## config.mk

```make
export PLATFORM = sky130hd
export DESIGN_NAME = char_sweep_sequencer
export DESIGN_NICKNAME = d
export VERILOG_FILES = /design/src/rtl/char_sweep_sequencer.sv
export SDC_FILE = /design/constraint.sdc
export NUM_CORES = 1
export LEC_CHECK = 0
export CORE_MARGIN = 3
export CORE_UTILIZATION = 30
export CTS_BUF_LIST = sky130_fd_sc_hd__clkbuf_16
export DETAILED_ROUTE_END_ITERATION = 7
export MAX_ROUTING_LAYER = met4
export PLACE_DENSITY = 0.58
export SLEW_MARGIN = 20
export SYNTH_ARGS = -nofsm -noshare
export SYNTH_HDL_FRONTEND = slang
export SYNTH_SLANG_ARGS = --single-unit
```

## constraint.sdc

```tcl
create_clock -name clk -period 3.14 [get_ports clk]
set_input_delay 0.628 -clock clk [delete_from_list [all_inputs] [get_ports clk]]
set_output_delay 0.628 -clock clk [all_outputs]
set_load 0.005 [all_outputs]
```

## src/rtl/char_sweep_sequencer.sv

```systemverilog
// Inverter-cell characterization sequencer: walks a slope x load-cap grid, pulses the cell input
// low at each point, verifies the inverted response and streams one delay record per point.
module char_sweep_sequencer #(
  parameter int unsigned NB_SLOPES   = 7,
  parameter int unsigned NB_CAPA     = 7,
  parameter int unsigned TICK_CYCLES = 10,
  parameter int unsigned IDX_W       = 3,
  parameter int unsigned MEAS_W      = 16
) (
  input  logic              clk,
  input  logic              rst,
  input  logic              start,
  output logic              busy,
  output logic              done,
  output logic              err,
  output logic [IDX_W-1:0]  slope_idx,
  output logic [IDX_W-1:0]  capa_idx,
  output logic              din,
  input  logic              dut_dout,
  input  logic [MEAS_W-1:0] meas_value,
  output logic              rec_valid,
  input  logic              rec_ready,
  output logic [IDX_W-1:0]  rec_slope,
  output logic [IDX_W-1:0]  rec_capa,
  output logic [MEAS_W-1:0] rec_meas
);

  localparam int unsigned CNT_W = (TICK_CYCLES > 1) ? $clog2(TICK_CYCLES) : 1;
  localparam logic [CNT_W-1:0] CNT_LOAD   = CNT_W'(TICK_CYCLES - 1);
  localparam logic [IDX_W-1:0] SLOPE_LAST = IDX_W'(NB_SLOPES - 1);
  localparam logic [IDX_W-1:0] CAPA_LAST  = IDX_W'(NB_CAPA - 1);

  typedef enum logic [3:0] {
    S_IDLE, S_SLOPE_SET, S_CAPA_SET, S_FALL, S_CHECK, S_EMIT, S_RISE, S_DONE, S_ERROR
  } state_e;

  state_e             state_q, state_d;
  logic [CNT_W-1:0]   cnt_q, cnt_d;
  logic [IDX_W-1:0]   slope_q, slope_d, capa_q, capa_d;
  logic [IDX_W-1:0]   rec_slope_q, rec_slope_d, rec_capa_q, rec_capa_d;
  logic [MEAS_W-1:0]  rec_meas_q, rec_meas_d;
  logic               tick_zero;

  assign tick_zero = (cnt_q == '0);

  always_ff @(posedge clk or posedge rst) begin
    if (rst) state_q <= S_IDLE;
    else     state_q <= state_d;
  end

  always_comb begin
    state_d = state_q;
    unique case (state_q)
      S_IDLE, S_DONE, S_ERROR: if (start) state_d = S_SLOPE_SET;
      S_SLOPE_SET: if (tick_zero) state_d = S_CAPA_SET;
      S_CAPA_SET:  if (tick_zero) state_d = S_FALL;
      S_FALL:      if (tick_zero) state_d = S_CHECK;
      S_CHECK:     state_d = dut_dout ? S_EMIT : S_ERROR;
      S_EMIT:      if (rec_ready) state_d = S_RISE;
      S_RISE: begin
        if (tick_zero) begin
          if (capa_q < CAPA_LAST)        state_d = S_CAPA_SET;
          else if (slope_q < SLOPE_LAST) state_d = S_SLOPE_SET;
          else                           state_d = S_DONE;
        end
      end
      default: state_d = S_IDLE;
    endcase
  end

  // Every wait state is entered through a state change, so entry alone reloads the tick counter.
  always_comb begin
    cnt_d       = tick_zero ? cnt_q : cnt_q - 1'b1;
    slope_d     = slope_q;
    capa_d      = capa_q;
    rec_slope_d = rec_slope_q;
    rec_capa_d  = rec_capa_q;
    rec_meas_d  = rec_meas_q;
    if (state_d != state_q &&
        (state_d == S_SLOPE_SET || state_d == S_CAPA_SET ||
         state_d == S_FALL || state_d == S_RISE)) begin
      cnt_d = CNT_LOAD;
    end
    if (state_d == S_SLOPE_SET && state_q != S_SLOPE_SET) begin
      slope_d = (state_q == S_RISE) ? slope_q + 1'b1 : '0;
      capa_d  = '0;
    end
    if (state_d == S_CAPA_SET && state_q == S_RISE) capa_d = capa_q + 1'b1;
    if (state_q == S_SLOPE_SET && state_d == S_CAPA_SET) capa_d = '0;
    if (state_q == S_CHECK && dut_dout) begin
      rec_slope_d = slope_q;
      rec_capa_d  = capa_q;
      rec_meas_d  = meas_value;
    end
  end

  always_ff @(posedge clk or posedge rst) begin
    if (rst) begin
      cnt_q       <= '0;
      slope_q     <= '0;
      capa_q      <= '0;
      rec_slope_q <= '0;
      rec_capa_q  <= '0;
      rec_meas_q  <= '0;
    end else begin
      cnt_q       <= cnt_d;
      slope_q     <= slope_d;
      capa_q      <= capa_d;
      rec_slope_q <= rec_slope_d;
      rec_capa_q  <= rec_capa_d;
      rec_meas_q  <= rec_meas_d;
    end
  end

  always_comb begin
    busy      = !(state_q == S_IDLE || state_q == S_DONE || state_q == S_ERROR);
    done      = (state_q == S_DONE);
    err       = (state_q == S_ERROR);
    rec_valid = (state_q == S_EMIT);
    din       = !(state_q == S_FALL || state_q == S_CHECK || state_q == S_EMIT);
  end

  assign slope_idx = slope_q;
  assign capa_idx  = capa_q;
  assign rec_slope = rec_slope_q;
  assign rec_capa  = rec_capa_q;
  assign rec_meas  = rec_meas_q;

endmodule
```

# --- Yosys cells after proc, flatten, opt, wreduce, memory -nomap -nowiden ---
# Index checks and enable logic that the tools add are counted.
classes:
  n_mux: 16
  n_div: 0
  bitwise_logic: 0
  eq_ne: 15
  reduce_logical: 18
  shifts: 0
  n_addsub: 3
  multipliers: 0
  n_lt_le_gt_ge: 2
op_table:
  columns: ["op", "count"]
  rows:
  - ["2-to-1 mux 4 bit", 9]
  - ["case mux 4 bit (7 select lines)", 1]
  - ["== test 4 x 3 -> 1 bit (second input constant)", 5]
  - ["2-to-1 mux 3 bit", 6]
  - ["== test 4 x 2 -> 1 bit (second input constant)", 4]
  - ["== test 4 x 1 -> 1 bit (second input constant)", 2]
  - ["zero test 4 bit", 2]
  - ["logical OR 1 bit", 7]
  - ["adder 3 x 1 -> 3 bit (second input constant)", 2]
  - ["< comparator 3 bit (second input constant)", 2]
  - ["logical AND 1 bit", 5]
  - ["== test 4 bit (second input constant)", 1]
  - ["!= test 4 x 1 -> 1 bit (second input constant)", 1]
  - ["!= test 4 bit", 1]
  - ["subtractor 4 x 1 -> 4 bit (second input constant)", 1]
  - ["nonzero test 3 bit", 1]
  - ["OR reduction 3 bit", 1]
  - ["zero test 1 bit", 2]
  - ["!= test 2 x 1 -> 1 bit (second input constant)", 1]
totals:
  out_inout_bits: 33
  memories: 0
  reg_bits: 36
  input_bits: 21
  wordCells: 61
  mem_bits_ro: 0
  latch_bits: 0
  ram_bits: 0

# --- Longest topological paths before layout ---
# Gate-level depths: netlist of the first run.
depth:
  ltp_word: 11
  depth_mapped: 10
  depth_no_buf: 8

# --- Worst setup path before layout of the first run ---
# OpenSTA, ideal clock, no wires.
synth_timing:
  path_kind: "reg-to-reg"
  from: "register cnt_q[0]"
  to: "register slope_q[2], in the netlist slope_idx[2]"
  path_buffers: 0
  path_stages_with_launch: 9
  period_less_slack_ns: 2.195
  required_time_ns: 3.020
  arrival_ns: 2.075
  setup_ns: 0.120
  slack_ns: 0.945
  path_cell_list: "dfrtp_1 -> inv_1 -> ha_1 -> nor3b_4 -> a21oi_2 -> nor4_2 -> nand2b_2 -> o31a_1 -> a41o_1"
synth_via:
  elab_chain_cells: 5
  word_cells_on_any_way: 8
  classes_between: "eq/ne (1); mux (5); reduce/logical (2)"
synth_rtl:
  columns: ["item", "line_no", "rtl"]
  rows:
  - ["from (decl)", "38", "logic [CNT_W-1:0] cnt_q, cnt_d;"]
  - ["from (signal assigned)", "106", "cnt_q <= cnt_d;"]
  - ["zero test 4 bit *", "44", "assign tick_zero = (cnt_q == '0);"]
  - ["2-to-1 mux 4 bit (on tied branches)", null, null]
  - ["case mux 4 bit (7 select lines) *", "53", "unique case (state_q)"]
  - ["== test 4 x 1 -> 1 bit *", "84", "if (state_d == S_SLOPE_SET && state_q != S_SLOPE_SET) begin"]
  - ["logical AND 1 bit *", "84", null]
  - ["to (signal assigned)", "107", "slope_q <= slope_d;"]
  - ["to (decl)", "39", "logic [IDX_W-1:0] slope_q, slope_d, capa_q, capa_d;"]
# Mark *: on every way between the ends. The rest lies on a longest branch, timed or not.
# A chain may end at the register's enable or synchronous reset.

# --- Worst setup path after layout of the first run ---
layout_timing:
  from: "register state_q[0]"
  to: "output done"
layout_via:
  elab_chain_cells: 1
layout_rtl:
  columns: ["item", "line_no", "rtl"]
  rows:
  - ["from (decl)", "37", "state_e state_q, state_d;"]
  - ["from (signal assigned)", "48", "else state_q <= state_d;"]
  - ["== test 4 x 3 -> 1 bit", "117", "done = (state_q == S_DONE);"]
  - ["to (decl)", "14", "output logic done,"]
# Every way passes these cells.

==> impl_metrics.tcl, run 1 <==
set metrics [dict create \
    status "complete, no violations" \
    max_clock_freq_mhz 384 \
    whs_ps 483 \
    worstPathCellList "and4b_1 -> clkdlybuf4s50_1" \
    slowest_stage "dfrtp_1" \
    design_area_um2 2690 \
    grt_pass1_vias 1403 \
    synthArstFlopShare_pct 100 \
    ios 54 \
    ant_nets 0 \
    antenna_found_initial 0 \
    cts_resized 0 \
    hold_buffers 0 \
    syn_inst 176 \
    combPwrFrac_pct 45.8 \
    ir_drop_uv 326 \
    gr-total-overflow 0 \
    power.internal_mw 1.48 \
    arrival_ps 1970 \
    cts_buffers 5 \
    numClockSinks 36 \
    core_area_um2 6130 \
    area_delta_synth_final_pct 36.2 \
    rsz0062_at_grt "no" \
    gp_congestion 0.807 \
    drive_gt1_share_pct 19.2 \
    htreeDepth 2 \
    ys_warn_count 0 \
    slew_viol_final 0 \
    wire_per_inst_um 14.1 \
    fillers 586 \
    syn_avg_cell_area_um2 11.2 \
    startpoint "state_q[0]" \
    dpl-instance-area_um2 2550 \
    final_hold_viol_count 0 \
    p_leak_nw 1.21 \
    synth_nets 200 \
    hold_path.class "register to register" \
    path_class "register to output port" \
    post_cts_buffers 0 \
    nets 253 \
    min_from "rec_slope[2]" \
    cts_root_buf "clkbuf_16" \
    setup_violations 0 \
    utilization_pct 43.8 \
    seqPwrFrac_pct 34.3 \
    rr_startpoint "cnt_q[0]" \
    skew_ps 2.97 \
    yosysTopAreaCellShare_pct 45.7 \
    grt_pass1_wl_um 7030 \
    insertion_delay_ps 270 \
    drt_wl_total_um 4280 \
    timing.setup.tns_ps 0 \
    die-area_um2 7580 \
    netlist_area_um2 1970 \
    synth_edf_count 0 \
    synth.area.top_cells "dfrtp_1, mux2_2, nor2_1, ha_1, nand2_1" \
    pre_cts_slack_ps 398 \
    period_share_pct 82.9 \
    critPathLaunchType "register" \
    row_count 28 \
    drc 0 \
    fin_ws_ps 537 \
    slew_headroom_pct 48.3 \
    yosysSeqAreaShare_pct 45.7 \
    synth_top_area_cell "dfrtp_1" \
    port_buffers 53 \
    vias 1543 \
    p_switching_mw 0.793 \
    grt_usage_pct 12.0 \
    period_needed_ps 2600 \
    critPathCaptureType "output port" \
    ys_top_cells_by_count "dfrtp_1, mux2_2, nor2_1" \
    crit_path_max_fanout 25 \
    first_pass_iters 4 \
    crit_required_ps 2510 \
    synth_seq_cells 36 \
    sw_frac_of_total_pct 34.9 \
    die_height_um 87.1 \
    grt_max_degree 37 \
    p_clk_share_pct 19.9 \
    max_stage_delay_ps 790 \
    clkTransAtPathRegs_ps 50 \
    drt_iter0_drc 87 \
    die_w_um 87.1 \
    synth_top_flop_cell "dfrtp_1" \
    cts.path.max_buffers 2 \
    cap_violations 0 \
    start_util_pct 32.2 \
    yosysUniqueCellTypes 55 \
    cts_tree "done" \
    n_antenna_cell 0 \
    place_hpwl_um 3060 \
    powerDensity_nw_per_um2 846 \
    avgViaCountPerCell 5.08 \
    worst_pin_slew_ps 771 \
    yosys.cell_count.top_type "dfrtp_1" \
]
-- flip-flops by register name, indices dropped and copies added (netlist names) --
register,cells
capa_idx,3
cnt_q,4
rec_capa,3
rec_meas,16
rec_slope,3
slope_idx,3
state_q,4
-- metrics by stage --
stage                     std cells  power, mW
after floorplan                 176       1.49
after global placement          297       1.82
after detailed placement        297       1.83
after CTS                       304       2.30
after global routing            304       2.44
final                           304       2.27
-- area by class of cell --
class | instances | area (µm²) | area share (%)
clock buffers | 5 | 125 | 4.66
clock inverters | 2 | 8.76 | 0.326
inverters | 7 | 26.3 | 0.979
multi-input cells | 123 | 977 | 36.4
flip-flops and latches | 36 | 901 | 33.6
well taps | 75 | 93.8 | 3.49
repair buffers | 56 | 553 | 20.6
-- worst max-delay path: cells and delay by family (launching register included) --
family / cells / cell delay, ps
buffers and inverters: 1 / 530
and+or+nand+nor: 1 / 380
DFF: 1 / 790
-- cell usage in the layout, fill, tap and decap left out, drive strengths merged, types with 2 or more instances in the layout --
cell,Yosys,layout
inv,7,8
nand4b,2,2
nor3b,5,5
a21oi,6,6
a211o,2,2
or3,5,5
nor2,11,11
nand2,10,10
mux2i,2,2
dfrtp,36,36
a21bo,3,3
ha,3,3
nor4,2,2
nand2b,6,6
nand4,2,2
and3,2,2
o31ai,2,2
buf,7,3
clkbuf,3,5
a21o,3,3
mux2,22,22
o21ai,5,5
or3b,3,3
a311oi,2,2
a31oi,2,2
o21a,2,2
clkdlybuf4s50,0,53
nor3,3,3
or2b,2,2
-- cell families (layout without fill, tap and decap cells) --
kind of cell | after synthesis | after routing | synth area share (%)
multiplexers | 24 | 24 | 13.6
AND/OR/NAND/NOR | 60 | 60 | 19.3
flip-flops | 36 | 36 | 45.7
buffers and inverters | 17 | 70 | 4.76
AO/OA/AOI/OAI | 36 | 36 | 14.8
adder cells (fa/ha/maj) | 3 | 3 | 1.90
-- layer usage --
layer	track usage, %	routed length (µm)	share of wire, %
met5	-	0	0
met4	2.97	32	0.75
met3	2.93	228	5.3
met2	18.2	2070	48
met1	16.3	1950	46
-- final timing paths --
check	end	slack [ps]	cells after the start
worst max-delay path	done	540	2
worst min-delay path	rec_slope[2]	480	2
worst max register to register	slope_idx[0]	610	8
worst min register to register	rec_slope[2]	480	2
max in group asynchronous	state_q[0]	2060	3
min in group asynchronous	rec_meas[4]	760	3
-- power by group through the flow --
stage | Sequential [mW] | Combinational [mW] | Clock (mW)
global route | 0.812 | 1.14 | 0.493
finish | 0.779 | 1.04 | 0.453
global placement | 0.785 | 1.03 | 0
CTS | 0.779 | 1.05 | 0.466
floorplan | 0.707 | 0.786 | 0
detailed placement | 0.785 | 1.05 | 0
(Power assumes the default switching activity.)
==> run 2, diff against run 1 <==
Clock period 3.14 ns to 2.5 ns, I/O delays scaled along.
==> run 2 against run 1 <==
Against the previous run: power is 37% higher; largest cell class unchanged; die area did not move; worst setup slack got worse by 430 ps; clock skew grew 5.4 ps; register-to-register slack got worse by 490 ps.
==> impl_metrics.tcl, run 2 (same netlist as run 1, synthesis figures left out) <==
set metrics [dict create \
    grt_pass1_vias 1560 \
    path_class "register to output port" \
    wire_per_inst_um 13.9 \
    drt_wl_total_um 4460 \
    hold_buffers 0 \
    whs_ps 485 \
    min_from "rec_slope[2]" \
    place_hpwl_um 3290 \
    cap_violations 0 \
    reg2reg_depth 8 \
    insertion_delay_ps 280 \
    critPathCaptureType "output port" \
    grt_pass1_wl_um 7520 \
    p_leak_nw 1.30 \
    nets 269 \
    htreeDepth 2 \
    gp_congestion 0.796 \
    crit_path_max_fanout 22 \
    max_clock_freq_mhz 419 \
    pre_cts_slack_ps 5.42 \
    rr_startpoint "cnt_q[0]" \
    vias 1613 \
    worst_pin_slew_ps 699 \
    antenna_found_initial 0 \
    drive_gt1_share_pct 26.4 \
    start_util_pct 32.2 \
    reg2reg_to "slope_idx[0]" \
    cts_root_buf "clkbuf_16" \
    slew_headroom_pct 53.1 \
    timing.setup.tns_ps 0 \
    die_height_um 87.1 \
    n_antenna_cell 0 \
    hold_depth 2 \
    skew_ps 8.39 \
    drt_iter0_drc 90 \
    period_needed_ps 2390 \
    status "complete, no violations" \
    powerDensity_nw_per_um2 1100 \
    ir_drop_uv 475 \
    final_cell_mix "clkdlybuf4s50_1, dfrtp_1, mux2_2" \
    fin_ws_ps 112 \
    first_pass_iters 4 \
    setup_violations 0 \
    critPathLaunchType "register" \
    hold-path-endpoint "rec_slope[2]" \
    final_hold_viol_count 0 \
    multi_input_area_um2 988 \
    cts_buffers 5 \
    cts_tree "done" \
    hold_path.class "register to register" \
    gr-total-overflow 0 \
    period_share_pct 95.5 \
    die-area_um2 7580 \
    area_delta_synth_final_pct 43.5 \
    die_w_um 87.1 \
    row_count 28 \
    arrival_ps 1890 \
    cts.path.max_buffers 2 \
    slew_viol_final 0 \
    final_common_cell "clkdlybuf4s50_1" \
    ios 54 \
    core_area_um2 6130 \
    numClockSinks 36 \
    avgViaCountPerCell 5.02 \
    r2r_setup_slack_ps 120 \
    crit_required_ps 2000 \
    register_area_um2 903 \
    grt_usage_pct 12.8 \
    grt_max_degree 37 \
    ant_nets 0 \
    port_buffers 53 \
    drc 0 \
    rsz0062_at_grt "no" \
    largest_reg_flops 16 \
    clkTransAtPathRegs_ps 60 \
    fillers 578 \
]
==> run 2: metrics by stage <==
stage	instance area [µm²]	power, mW	std cells	util, %
2_1_floorplan	1970	1.88	176	-
3_3_place_gp	2660	2.49	312	43.4
3_5_place_dp	2660	2.50	312	43.4
4_1_cts	2810	3.12	320	45.8
5_1_grt	2830	3.37	321	46.1
6_report	2830	3.11	321	46.1
==> run 2: cell type report <==
class	count	area share [%]
Multi-Input combinational cell	123	34.9
Sequential cell	36	31.9
Timing Repair Buffer	72	23.8
Clock buffer	5	4.42
Tap cell	75	3.32
Inverter	7	0.929
Clock inverter	3	0.663
==> run 2: critical path, stage by stage, from the launching register on <==
cell,delay (ps)
dfrtp_2,590
buf_4,190
or2b_1,240
nor2_1,80
clkdlybuf4s50_1,510
==> run 2: timing repair <==
action / 4_1_cts / 5_1_grt
setup buffers: 0 / 1
endpoints found under the setup margin: 1 / 7
pin swaps: 0 / 0
resized for setup: 1 / 3
==> run 2: how the worst max path moves through the flow <==
stage          slack (ps)  cells after the start            to       start
6_report              110                      4     rec_valid  state_q[0]
4_1_cts               110                      3          busy  state_q[3]
2_1_floorplan         300                      8  slope_idx[2]    cnt_q[0]
5_1_grt                 3                     10      cnt_q[1]    cnt_q[0]
3_5_place_dp            5                      6  slope_idx[0]       start
3_3_place_gp           20                      6  slope_idx[0]       start
==> run 2: where the power goes <==
part           internal, mW  switching [mW]
Sequential            0.757           0.197
Combinational         0.927           0.632
Clock                 0.367           0.233
Total                  2.05            1.06
==> run 2: layer usage <==
metal	wire, µm	vias up	global-route usage, %	share of wire (%)
met5	0	-	-	0
met4	29	0	2.55	0.65
met3	179	4	2.84	4.0
met2	2120	36	19.7	48
met1	2130	789	17.2	48
li1	-	784	-	-
